==> config.mk <==
export PLATFORM = sky130hd
export DESIGN_NAME = mem_port_arbiter
export DESIGN_NICKNAME = d
export VERILOG_FILES = /design/src/rtl/mem_port_arbiter.sv
export SDC_FILE = /design/constraint.sdc
export NUM_CORES = 1
export LEC_CHECK = 0
export BUFFER_PORTS_ARGS = -buffer_cell sky130_fd_sc_hd__buf_2
export CAP_MARGIN = 20
export CORE_MARGIN = 2
export CORE_UTILIZATION = 25
export DETAILED_ROUTE_END_ITERATION = 7
export GPL_ROUTABILITY_DRIVEN = 0
export GPL_TIMING_DRIVEN = 0
export SYNTH_ARGS = -nofsm -noshare
export SYNTH_HDL_FRONTEND = slang
export SYNTH_SLANG_ARGS = --single-unit
export TNS_END_PERCENT = 20
==> constraint.sdc <==
create_clock -name clk -period 4.4 [get_ports clk]
set_clock_uncertainty 0.15 [all_clocks]
set_input_delay 1.1 -clock clk [delete_from_list [all_inputs] [get_ports clk]]
set_output_delay 1.1 -clock clk [all_outputs]
set_load 0.1 [all_outputs]
==> src/rtl/mem_port_arbiter.sv <==
// -----------------------------------------------------------------------------
// mem_port_arbiter
//   Shares one single-ported, word-addressed data memory between the
//   instruction-fetch port (IF) and the load/store port (D). A request is
//   accepted on valid&ready, the winner's fields are latched and drive the
//   memory for exactly one cycle (ACCESS). The response pulse goes back to
//   that requester only, in the following cycle (RESP). A new request may be
//   accepted in RESP, giving one transaction every two cycles.
//
//   Conflict resolution (both ports valid in an accepting cycle):
//     default            : D wins, unless IF has lost MAX_WAIT times in a row.
//     MEM_ARB_RR_EN set  : round-robin, the previous owner loses.
//
// Ports
//   clk, rst                     clock, synchronous active-high reset
//   if_req_valid/ready, if_addr  IF read request
//   if_rsp_valid, if_rdata       IF response (one-cycle pulse, data held)
//   d_req_valid/ready, d_addr,
//   d_we, d_wdata, d_type        D load/store request
//   d_rsp_valid, d_rdata         D response (rdata is 0 for stores)
//   mem_addr, mem_is_store,
//   mem_wdata, mem_type          memory command, non-zero only in ACCESS
//   mem_loaddata                 combinational read data from memory
//
// Configuration macro: MEM_ARB_RR_EN (round-robin arbitration when defined)
// -----------------------------------------------------------------------------
module mem_port_arbiter #(
    parameter int ADDR_W   = 14,
    parameter int MAX_WAIT = 4
) (
    input  logic              clk,
    input  logic              rst,
    input  logic              if_req_valid,
    output logic              if_req_ready,
    input  logic [ADDR_W-1:0] if_addr,
    output logic              if_rsp_valid,
    output logic [31:0]       if_rdata,
    input  logic              d_req_valid,
    output logic              d_req_ready,
    input  logic [ADDR_W-1:0] d_addr,
    input  logic              d_we,
    input  logic [31:0]       d_wdata,
    input  logic [2:0]        d_type,
    output logic              d_rsp_valid,
    output logic [31:0]       d_rdata,
    output logic [ADDR_W-1:0] mem_addr,
    output logic              mem_is_store,
    output logic [31:0]       mem_wdata,
    output logic [2:0]        mem_type,
    input  logic [31:0]       mem_loaddata
);

    typedef enum logic [1:0] {
        ST_IDLE   = 2'b00,
        ST_ACCESS = 2'b01,
        ST_RESP   = 2'b10
    } state_t;

    localparam logic OWN_IF = 1'b1;
    localparam logic OWN_D  = 1'b0;
    localparam logic [2:0] IF_TYPE = 3'b010;

    state_t            r_state;
    state_t            w_state_next;
    logic              w_accepting;
    logic              w_if_win;
    logic              w_d_win;

    logic [ADDR_W-1:0] r_addr;
    logic              r_we;
    logic [31:0]       r_wdata;
    logic [2:0]        r_type;
    logic              r_owner;
    logic              r_if_rsp_valid;
    logic              r_d_rsp_valid;
    logic [31:0]       r_if_rdata;
    logic [31:0]       r_d_rdata;

`ifdef MEM_ARB_RR_EN
    logic              r_last_owner;
`else
    localparam int CNT_W = $clog2(MAX_WAIT + 1);
    localparam logic [CNT_W-1:0] MAX_WAIT_C = CNT_W'(MAX_WAIT);
    logic [CNT_W-1:0]  r_wait_cnt;
`endif

    // Reset blocks acceptance so nothing is granted while the block is cleared.
    assign w_accepting = ((r_state == ST_IDLE) || (r_state == ST_RESP)) && !rst;

    // Arbitration: pick at most one winner among the valid requesters.
    always_comb begin
        w_if_win = 1'b0;
        w_d_win  = 1'b0;
        if (w_accepting) begin
            if (if_req_valid && d_req_valid) begin
`ifdef MEM_ARB_RR_EN
                if (r_last_owner == OWN_IF) begin
                    w_d_win = 1'b1;
                end else begin
                    w_if_win = 1'b1;
                end
`else
                if (r_wait_cnt == MAX_WAIT_C) begin
                    w_if_win = 1'b1;
                end else begin
                    w_d_win = 1'b1;
                end
`endif
            end else begin
                w_if_win = if_req_valid;
                w_d_win  = d_req_valid;
            end
        end else begin
            w_if_win = 1'b0;
            w_d_win  = 1'b0;
        end
    end

    assign if_req_ready = w_if_win;
    assign d_req_ready  = w_d_win;

    // Next-state logic for the IDLE/ACCESS/RESP sequencer.
    always_comb begin
        w_state_next = r_state;
        case (r_state)
            ST_IDLE, ST_RESP: begin
                if (w_if_win || w_d_win) begin
                    w_state_next = ST_ACCESS;
                end else begin
                    w_state_next = ST_IDLE;
                end
            end
            ST_ACCESS: w_state_next = ST_RESP;
            default:   w_state_next = ST_IDLE;
        endcase
    end

    // State register.
    always_ff @(posedge clk) begin
        if (rst) begin
            r_state <= ST_IDLE;
        end else begin
            r_state <= w_state_next;
        end
    end

`ifdef MEM_ARB_RR_EN
    // Round-robin history: starts as IF so D takes the first conflict.
    always_ff @(posedge clk) begin
        if (rst) begin
            r_last_owner <= OWN_IF;
        end else if (w_if_win) begin
            r_last_owner <= OWN_IF;
        end else if (w_d_win) begin
            r_last_owner <= OWN_D;
        end else begin
            r_last_owner <= r_last_owner;
        end
    end
`else
    // IF starvation counter: counts accepting cycles IF lost, saturating.
    always_ff @(posedge clk) begin
        if (rst) begin
            r_wait_cnt <= {CNT_W{1'b0}};
        end else if (w_if_win) begin
            r_wait_cnt <= {CNT_W{1'b0}};
        end else if (w_d_win && if_req_valid && (r_wait_cnt != MAX_WAIT_C)) begin
            r_wait_cnt <= r_wait_cnt + CNT_W'(1);
        end else begin
            r_wait_cnt <= r_wait_cnt;
        end
    end
`endif

    // Transaction latches, response pulses and per-port read data.
    always_ff @(posedge clk) begin
        if (rst) begin
            r_addr         <= {ADDR_W{1'b0}};
            r_we           <= 1'b0;
            r_wdata        <= 32'h0000_0000;
            r_type         <= 3'b000;
            r_owner        <= OWN_D;
            r_if_rsp_valid <= 1'b0;
            r_d_rsp_valid  <= 1'b0;
            r_if_rdata     <= 32'h0000_0000;
            r_d_rdata      <= 32'h0000_0000;
        end else begin
            if (w_if_win) begin
                r_addr  <= if_addr;
                r_we    <= 1'b0;
                r_wdata <= 32'h0000_0000;
                r_type  <= IF_TYPE;
                r_owner <= OWN_IF;
            end else if (w_d_win) begin
                r_addr  <= d_addr;
                r_we    <= d_we;
                r_wdata <= d_wdata;
                r_type  <= d_type;
                r_owner <= OWN_D;
            end
            r_if_rsp_valid <= (r_state == ST_ACCESS) && (r_owner == OWN_IF);
            r_d_rsp_valid  <= (r_state == ST_ACCESS) && (r_owner == OWN_D);
            // Memory read data is valid at the end of ACCESS; only the owner's
            // register is updated, the other port keeps its last value.
            if (r_state == ST_ACCESS) begin
                if (r_owner == OWN_IF) begin
                    r_if_rdata <= mem_loaddata;
                end else begin
                    r_d_rdata <= r_we ? 32'h0000_0000 : mem_loaddata;
                end
            end
        end
    end

    assign if_rsp_valid = r_if_rsp_valid;
    assign d_rsp_valid  = r_d_rsp_valid;
    assign if_rdata     = r_if_rdata;
    assign d_rdata      = r_d_rdata;

    // Memory command decode: driven only from registers, and only in ACCESS,
    // so a store started in ACCESS always sees a stable command at negedge.
    always_comb begin
        mem_addr     = {ADDR_W{1'b0}};
        mem_is_store = 1'b0;
        mem_wdata    = 32'h0000_0000;
        mem_type     = 3'b000;
        if (r_state == ST_ACCESS) begin
            mem_addr     = r_addr;
            mem_is_store = r_we;
            mem_wdata    = r_wdata;
            mem_type     = r_type;
        end else begin
            mem_addr     = {ADDR_W{1'b0}};
            mem_is_store = 1'b0;
            mem_wdata    = 32'h0000_0000;
            mem_type     = 3'b000;
        end
    end

endmodule

==> impl_metrics.json, run 1 <==
{
  "synthCells": 615,
  "cts_setup_buffers": 0,
  "clock-root-buffer": "clkbuf_16",
  "ioPinCount": 218,
  "routedWlPerCell_um": 15.2,
  "die_h_um": 146,
  "p_leak_nw": 3.02,
  "fin_crit_ns": 3.87,
  "vias_per_cell": 4.64,
  "fmax_ghz": 0.258,
  "syn_to_final_growth_pct": 39.7,
  "synth_warnings": 0,
  "core_um2": 19700,
  "synth.area.top_cells": "dfxtp_1 (48%), a21oi_1 (11%), nand2_1 (6.5%)",
  "tightest_slew_ns": 0.954,
  "drcViolationCount": 0,
  "grt_util_met1_pct": 19.9,
  "arrival_ns": 2.62,
  "grt_usage_pct": 15.8,
  "htreeDepth": 4,
  "drv_cap": 0,
  "crit_type": "input port to primary output",
  "period_share_pct": 88.0,
  "ir_drop_uv": 254,
  "avgSynthCellArea_um2": 8.21,
  "antenna_found_initial": 2,
  "routed_wl_mm": 17.1,
  "numCtsBuffers": 17,
  "initial_utilization_pct": 25.7,
  "slew_viol_final": 0,
  "grt_pass1_vias": 5100,
  "ys_seq_elements": 122,
  "synth_top_area_cell": "dfxtp_1",
  "cts_resized": 0,
  "endpoint_kind": "primary output",
  "globalRoute.totalOverflow": 0,
  "drt_iter0_drc": 220,
  "netlist_area_um2": 5050,
  "grt_start_max_net_pins": 17,
  "pwr_density_cell_nw_per_um2": 438,
  "synth_edf_count": 0,
  "synth.most_common_cell": "dfxtp_1",
  "cp.required_ns": 3.15,
  "holdBufCountCts": 0,
  "hold_class": "flip-flop to flip-flop",
  "clock_path_buffers": 2,
  "placedInstanceArea_um2": 6460,
  "antenna_cells": 0,
  "yosys.cell_types.count": 33,
  "final_area_um2": 7050,
  "utilization_pct": 35.9,
  "use_met3_pct": 6.19,
  "ys_seq_area_share_pct": 48.4,
  "setup_tns_ns": 0,
  "num_vias": 5235,
  "async_reset_ff_share_pct": 0,
  "rows": 51,
  "worstSetupStartpointType": "input port",
  "ant_nets": 0,
  "clock_latency_ns": 0.42,
  "drive_gt1_share_pct": 31.6,
  "run_status": "finished clean",
  "clk_pin_slew_worst_paths_ns": 0.06,
  "grt_first_pass_wirelength_mm": 27.2,
  "cts_sinks": 122,
  "use_met2_pct": 25.4,
  "grt_busiest_layer": "met2",
  "syn_nets": 717,
  "post-dp-hpwl_mm": 12.6,
  "drt_pass1_iterations": 4,
  "synth_flop_cell": "dfxtp_1",
  "worstPathMaxFanout": 10,
  "rsz0062_at_grt": "no",
  "dieArea_um2": 21300,
  "synth_top_cells_by_count": "dfxtp_1 (122), a21oi_1 (109), nand2_1 (88)",
  "cts_tree": "yes",
  "io_buffers": 216,
  "hold_viol_final": 0,
  "nets": 952,
  "die_w_um": 146,
  "relSlewSlack_pct": 35.9,
  "setup_viol": 0,
  "netlist.area_leader.share_pct": 48.4
}
[sequential cells by signal, summed over array words and instances, names as in the netlist]
name	flops
if_rsp_valid	1
if_rdata	32
r_addr	14
d_rsp_valid	1
d_rdata	32
r_state	2
r_type	3
r_owner	1
r_wdata	32
r_we	1
r_wait_cnt	3
[worst max-delay path: stages]
cell and delay (ns):
buf_2 0.17, or3b_1 0.36, buf_2 0.17, clkbuf_1 0.23, nor2_2 0.15, buf_2 0.43
[per-layer routing]
| layer | vias up | wire length [um] |
|---|---|---|
| met4 | 0 | 159 |
| met5 | - | 0 |
| met1 | 2410 | 7520 |
| met3 | 17 | 1500 |
| li1 | 2612 | - |
| met2 | 196 | 7980 |
[power breakdown]
part | internal (mW) | total, mW | switching, mW
Combinational | 0.116 | 0.505 | 0.388
Clock | 0.846 | 1.41 | 0.562
Sequential | 1.15 | 1.17 | 0.0225
[path summary, 6_finish.rpt]
kind / start / end / slack (ns) / cells after the start
min: d_rdata[4] / d_rdata[4] / 0.30 / 2
max: rst / d_req_ready / 0.53 / 6
min reg2reg: d_rdata[4] / d_rdata[4] / 0.30 / 2
max reg2reg: r_wait_cnt[0] / r_addr[8] / 2.19 / 6
[cells by family after synthesis]
group / share of synthesized area (%)
AOI/OAI and AO/OA: 21.0
adders and majority gates: 0.496
buffers and inverters: 5.53
DFF: 48.4
and+or+nand+nor: 24.6
[stage by stage]
stage	total power [mW]	hold WS, ns	setup WS [ns]	std cells
2_1_floorplan	1.57	0.299	0.435	615
3_3_place_gp	1.70	0.286	0.538	1096
3_5_place_dp	1.71	0.292	0.522	1096
4_1_cts	3.13	0.300	0.518	1128
5_1_grt	3.21	0.316	0.449	1128
6_report	3.09	0.298	0.528	1128
[area by class of cell]
type	count	area, um^2
buffer	61	256
clock buffer	17	425
clock inverter	15	165
fill	2122	12600
inverter	6	22.5
multi-input combinational	426	2330
sequential	122	2440
tap	265	332
timing repair buffer	216	1080
[cells in the final DEF, fill, tap and decap left out, types with 2 or more instances in the layout]
cell type / n
nor2_1: 4
inv_6: 6
or3_1: 3
nand4_1: 14
nand3b_1: 24
nand3_1: 37
clkinv_2: 2
dfxtp_1: 122
nor3b_2: 2
a22o_1: 9
or3b_2: 2
and2_1: 52
buf_1: 2
o21ai_0: 51
a21oi_1: 109
inv_1: 6
clkbuf_16: 17
a311oi_1: 15
buf_2: 232
bufinv_16: 2
clkbuf_1: 42
clkinvlp_4: 3
ha_1: 2
nand2_1: 88
Note: power is estimated with default switching activity, not from simulation.
==> run 2: changes to the inputs <==
--- a/config.mk
+++ b/config.mk
@@ -12,6 +12,7 @@
 export DETAILED_ROUTE_END_ITERATION = 7
 export GPL_ROUTABILITY_DRIVEN = 0
 export GPL_TIMING_DRIVEN = 0
+export PLACE_DENSITY = 0.55
 export SYNTH_ARGS = -nofsm -noshare
 export SYNTH_HDL_FRONTEND = slang
 export SYNTH_SLANG_ARGS = --single-unit
==> run 2 against run 1 <==
- combinational power barely moved
- final cell count fell by 0.18%
- register-to-register slack improved by 0.04 ns
- sequential power hardly changed
- global-route usage up 0.24 points
- cell area increased by 0.34%
- die area did not move
- wire length rose by 1.6%
- total power is 2.0% higher
- worst setup slack better by 0.044 ns
- clock-buffer cell count rose by 1
==> impl_metrics.json, run 2 (synthesis gave the netlist of run 1 again) <==
{
  "run_status": "finished clean",
  "drt_pass1_iterations": 5,
  "reg2reg_slack_ns": 2.23,
  "vias_per_cell": 4.62,
  "drive_gt1_share_pct": 31.5,
  "routedWlPerCell_um": 15.5,
  "globalRoute.totalOverflow": 0,
  "numCtsBuffers": 17,
  "crit_start": "rst",
  "rows": 51,
  "reg2reg_depth": 7,
  "ant_nets": 0,
  "multiInputGateArea_um2": 2330,
  "relSlewSlack_pct": 36.3,
  "ioPinCount": 218,
  "die_h_um": 146,
  "clock_latency_ns": 0.41,
  "fillers": 2171,
  "slew_viol_final": 0,
  "arrival_ns": 2.58,
  "cts_tree": "yes",
  "crit_type": "input port to primary output",
  "htreeDepth": 4,
  "drv_cap": 0,
  "ir_drop_uv": 237,
  "nets": 952,
  "post-dp-hpwl_mm": 12.8,
  "r2r_end": "r_wdata[25]",
  "grt_start_max_net_pins": 17,
  "cts_resized": 0,
  "clk_pin_slew_worst_paths_ns": 0.06,
  "num_vias": 5199,
  "fin_crit_ns": 3.83,
  "antenna_found_initial": 0,
  "worstPathMaxFanout": 10,
  "final_area_um2": 7080,
  "io_buffers": 216,
  "fmax_ghz": 0.261,
  "grt_pass1_vias": 5106,
  "dieArea_um2": 21300,
  "core_um2": 19700,
  "placedInstanceArea_um2": 6460,
  "drt_iter0_drc": 164,
  "endpoint_kind": "primary output",
  "final_cell_mix": "buf_2 (232), dfxtp_1 (122), a21oi_1 (109)",
  "rsz0062_at_grt": "no",
  "hold_viol_final": 0,
  "antenna_cells": 0,
  "grt_first_pass_wirelength_mm": 27.4,
  "die_w_um": 146,
  "cts_sinks": 122,
  "pwr_density_cell_nw_per_um2": 445,
  "routed_wl_mm": 17.4,
  "whs_ns": 0.296,
  "cp.required_ns": 3.15,
  "period_share_pct": 87.0,
  "setup_viol": 0,
  "cp-endpoint": "d_req_ready",
  "p_leak_nw": 3.03,
  "regArea_um2": 2440,
  "hold_class": "flip-flop to flip-flop",
  "setup_tns_ns": 0,
  "grt_usage_pct": 16.1,
  "holdBufCountCts": 0,
  "worstSetupStartpointType": "input port",
  "syn_to_final_growth_pct": 40.2,
  "reg2reg_from": "r_wait_cnt[0]",
  "clock_path_buffers": 2,
  "clock-root-buffer": "clkbuf_16",
  "initial_utilization_pct": 25.7,
  "layout_commonest_cell": "buf_2",
  "drcViolationCount": 0,
  "tightest_slew_ns": 0.948,
  "cts_setup_buffers": 0
}
[run 2: metrics by stage]
| stage | power, mW | instances | utilization, % | setup WS [ns] |
|---|---|---|---|---|
| 3_3_place_gp | 1.71 | 1096 | 32.9 | 0.548 |
| 3_5_place_dp | 1.71 | 1096 | 32.9 | 0.540 |
| 5_1_grt | 3.29 | 1126 | 36.0 | 0.469 |
| 4_1_cts | 3.19 | 1126 | 36.0 | 0.537 |
| 2_1_floorplan | 1.57 | 615 | - | 0.435 |
| 6_report | 3.15 | 1126 | 36.0 | 0.572 |
[run 2: worst min-delay path by stage]
stage                            end  slack, ns  depth (start not counted)        from
final                     d_rdata[8]       0.30                          2  d_rdata[8]
after global routing      d_rdata[3]       0.31                          2  d_rdata[3]
after CTS                 d_rdata[5]       0.30                          2  d_rdata[5]
after detailed placement  d_rdata[5]       0.29                          2  d_rdata[5]
after global placement    d_rdata[5]       0.29                          2  d_rdata[5]
after floorplan            r_type[0]       0.30                          2   r_type[0]
[run 2: layer usage]
layer	share of wire (%)	track usage, %	up-vias
met1	46	20.8	2420
li1	-	-	2608
met3	7.3	5.69	12
met2	46	25.6	159
met5	0	0	-
met4	1.0	4.08	0
[run 2: worst max-delay path, stage by stage]
cell and delay, ns:
buf_2 0.16, or3b_1 0.35, buf_2 0.16, clkbuf_1 0.23
nor2_2 0.14, buf_2 0.43
[run 2: layout make-up]
class	instances	share of cell area, %
flip-flops and latches	122	34.5
repair buffers	216	15.3
clock inverters	12	2.47
clock buffers	18	6.20
plain buffers	61	3.62
inverters	6	0.318
well taps	265	4.68
multi-input cells	426	32.9
[run 2: report_power, final]
part	leakage [nW]	internal (mW)	switching, mW	total, mW
logic	1.75	0.116	0.389	0.506
registers	0.993	1.15	0.0223	1.18
clock network	0.294	0.954	0.516	1.47
total	3.03	2.22	0.928	3.15
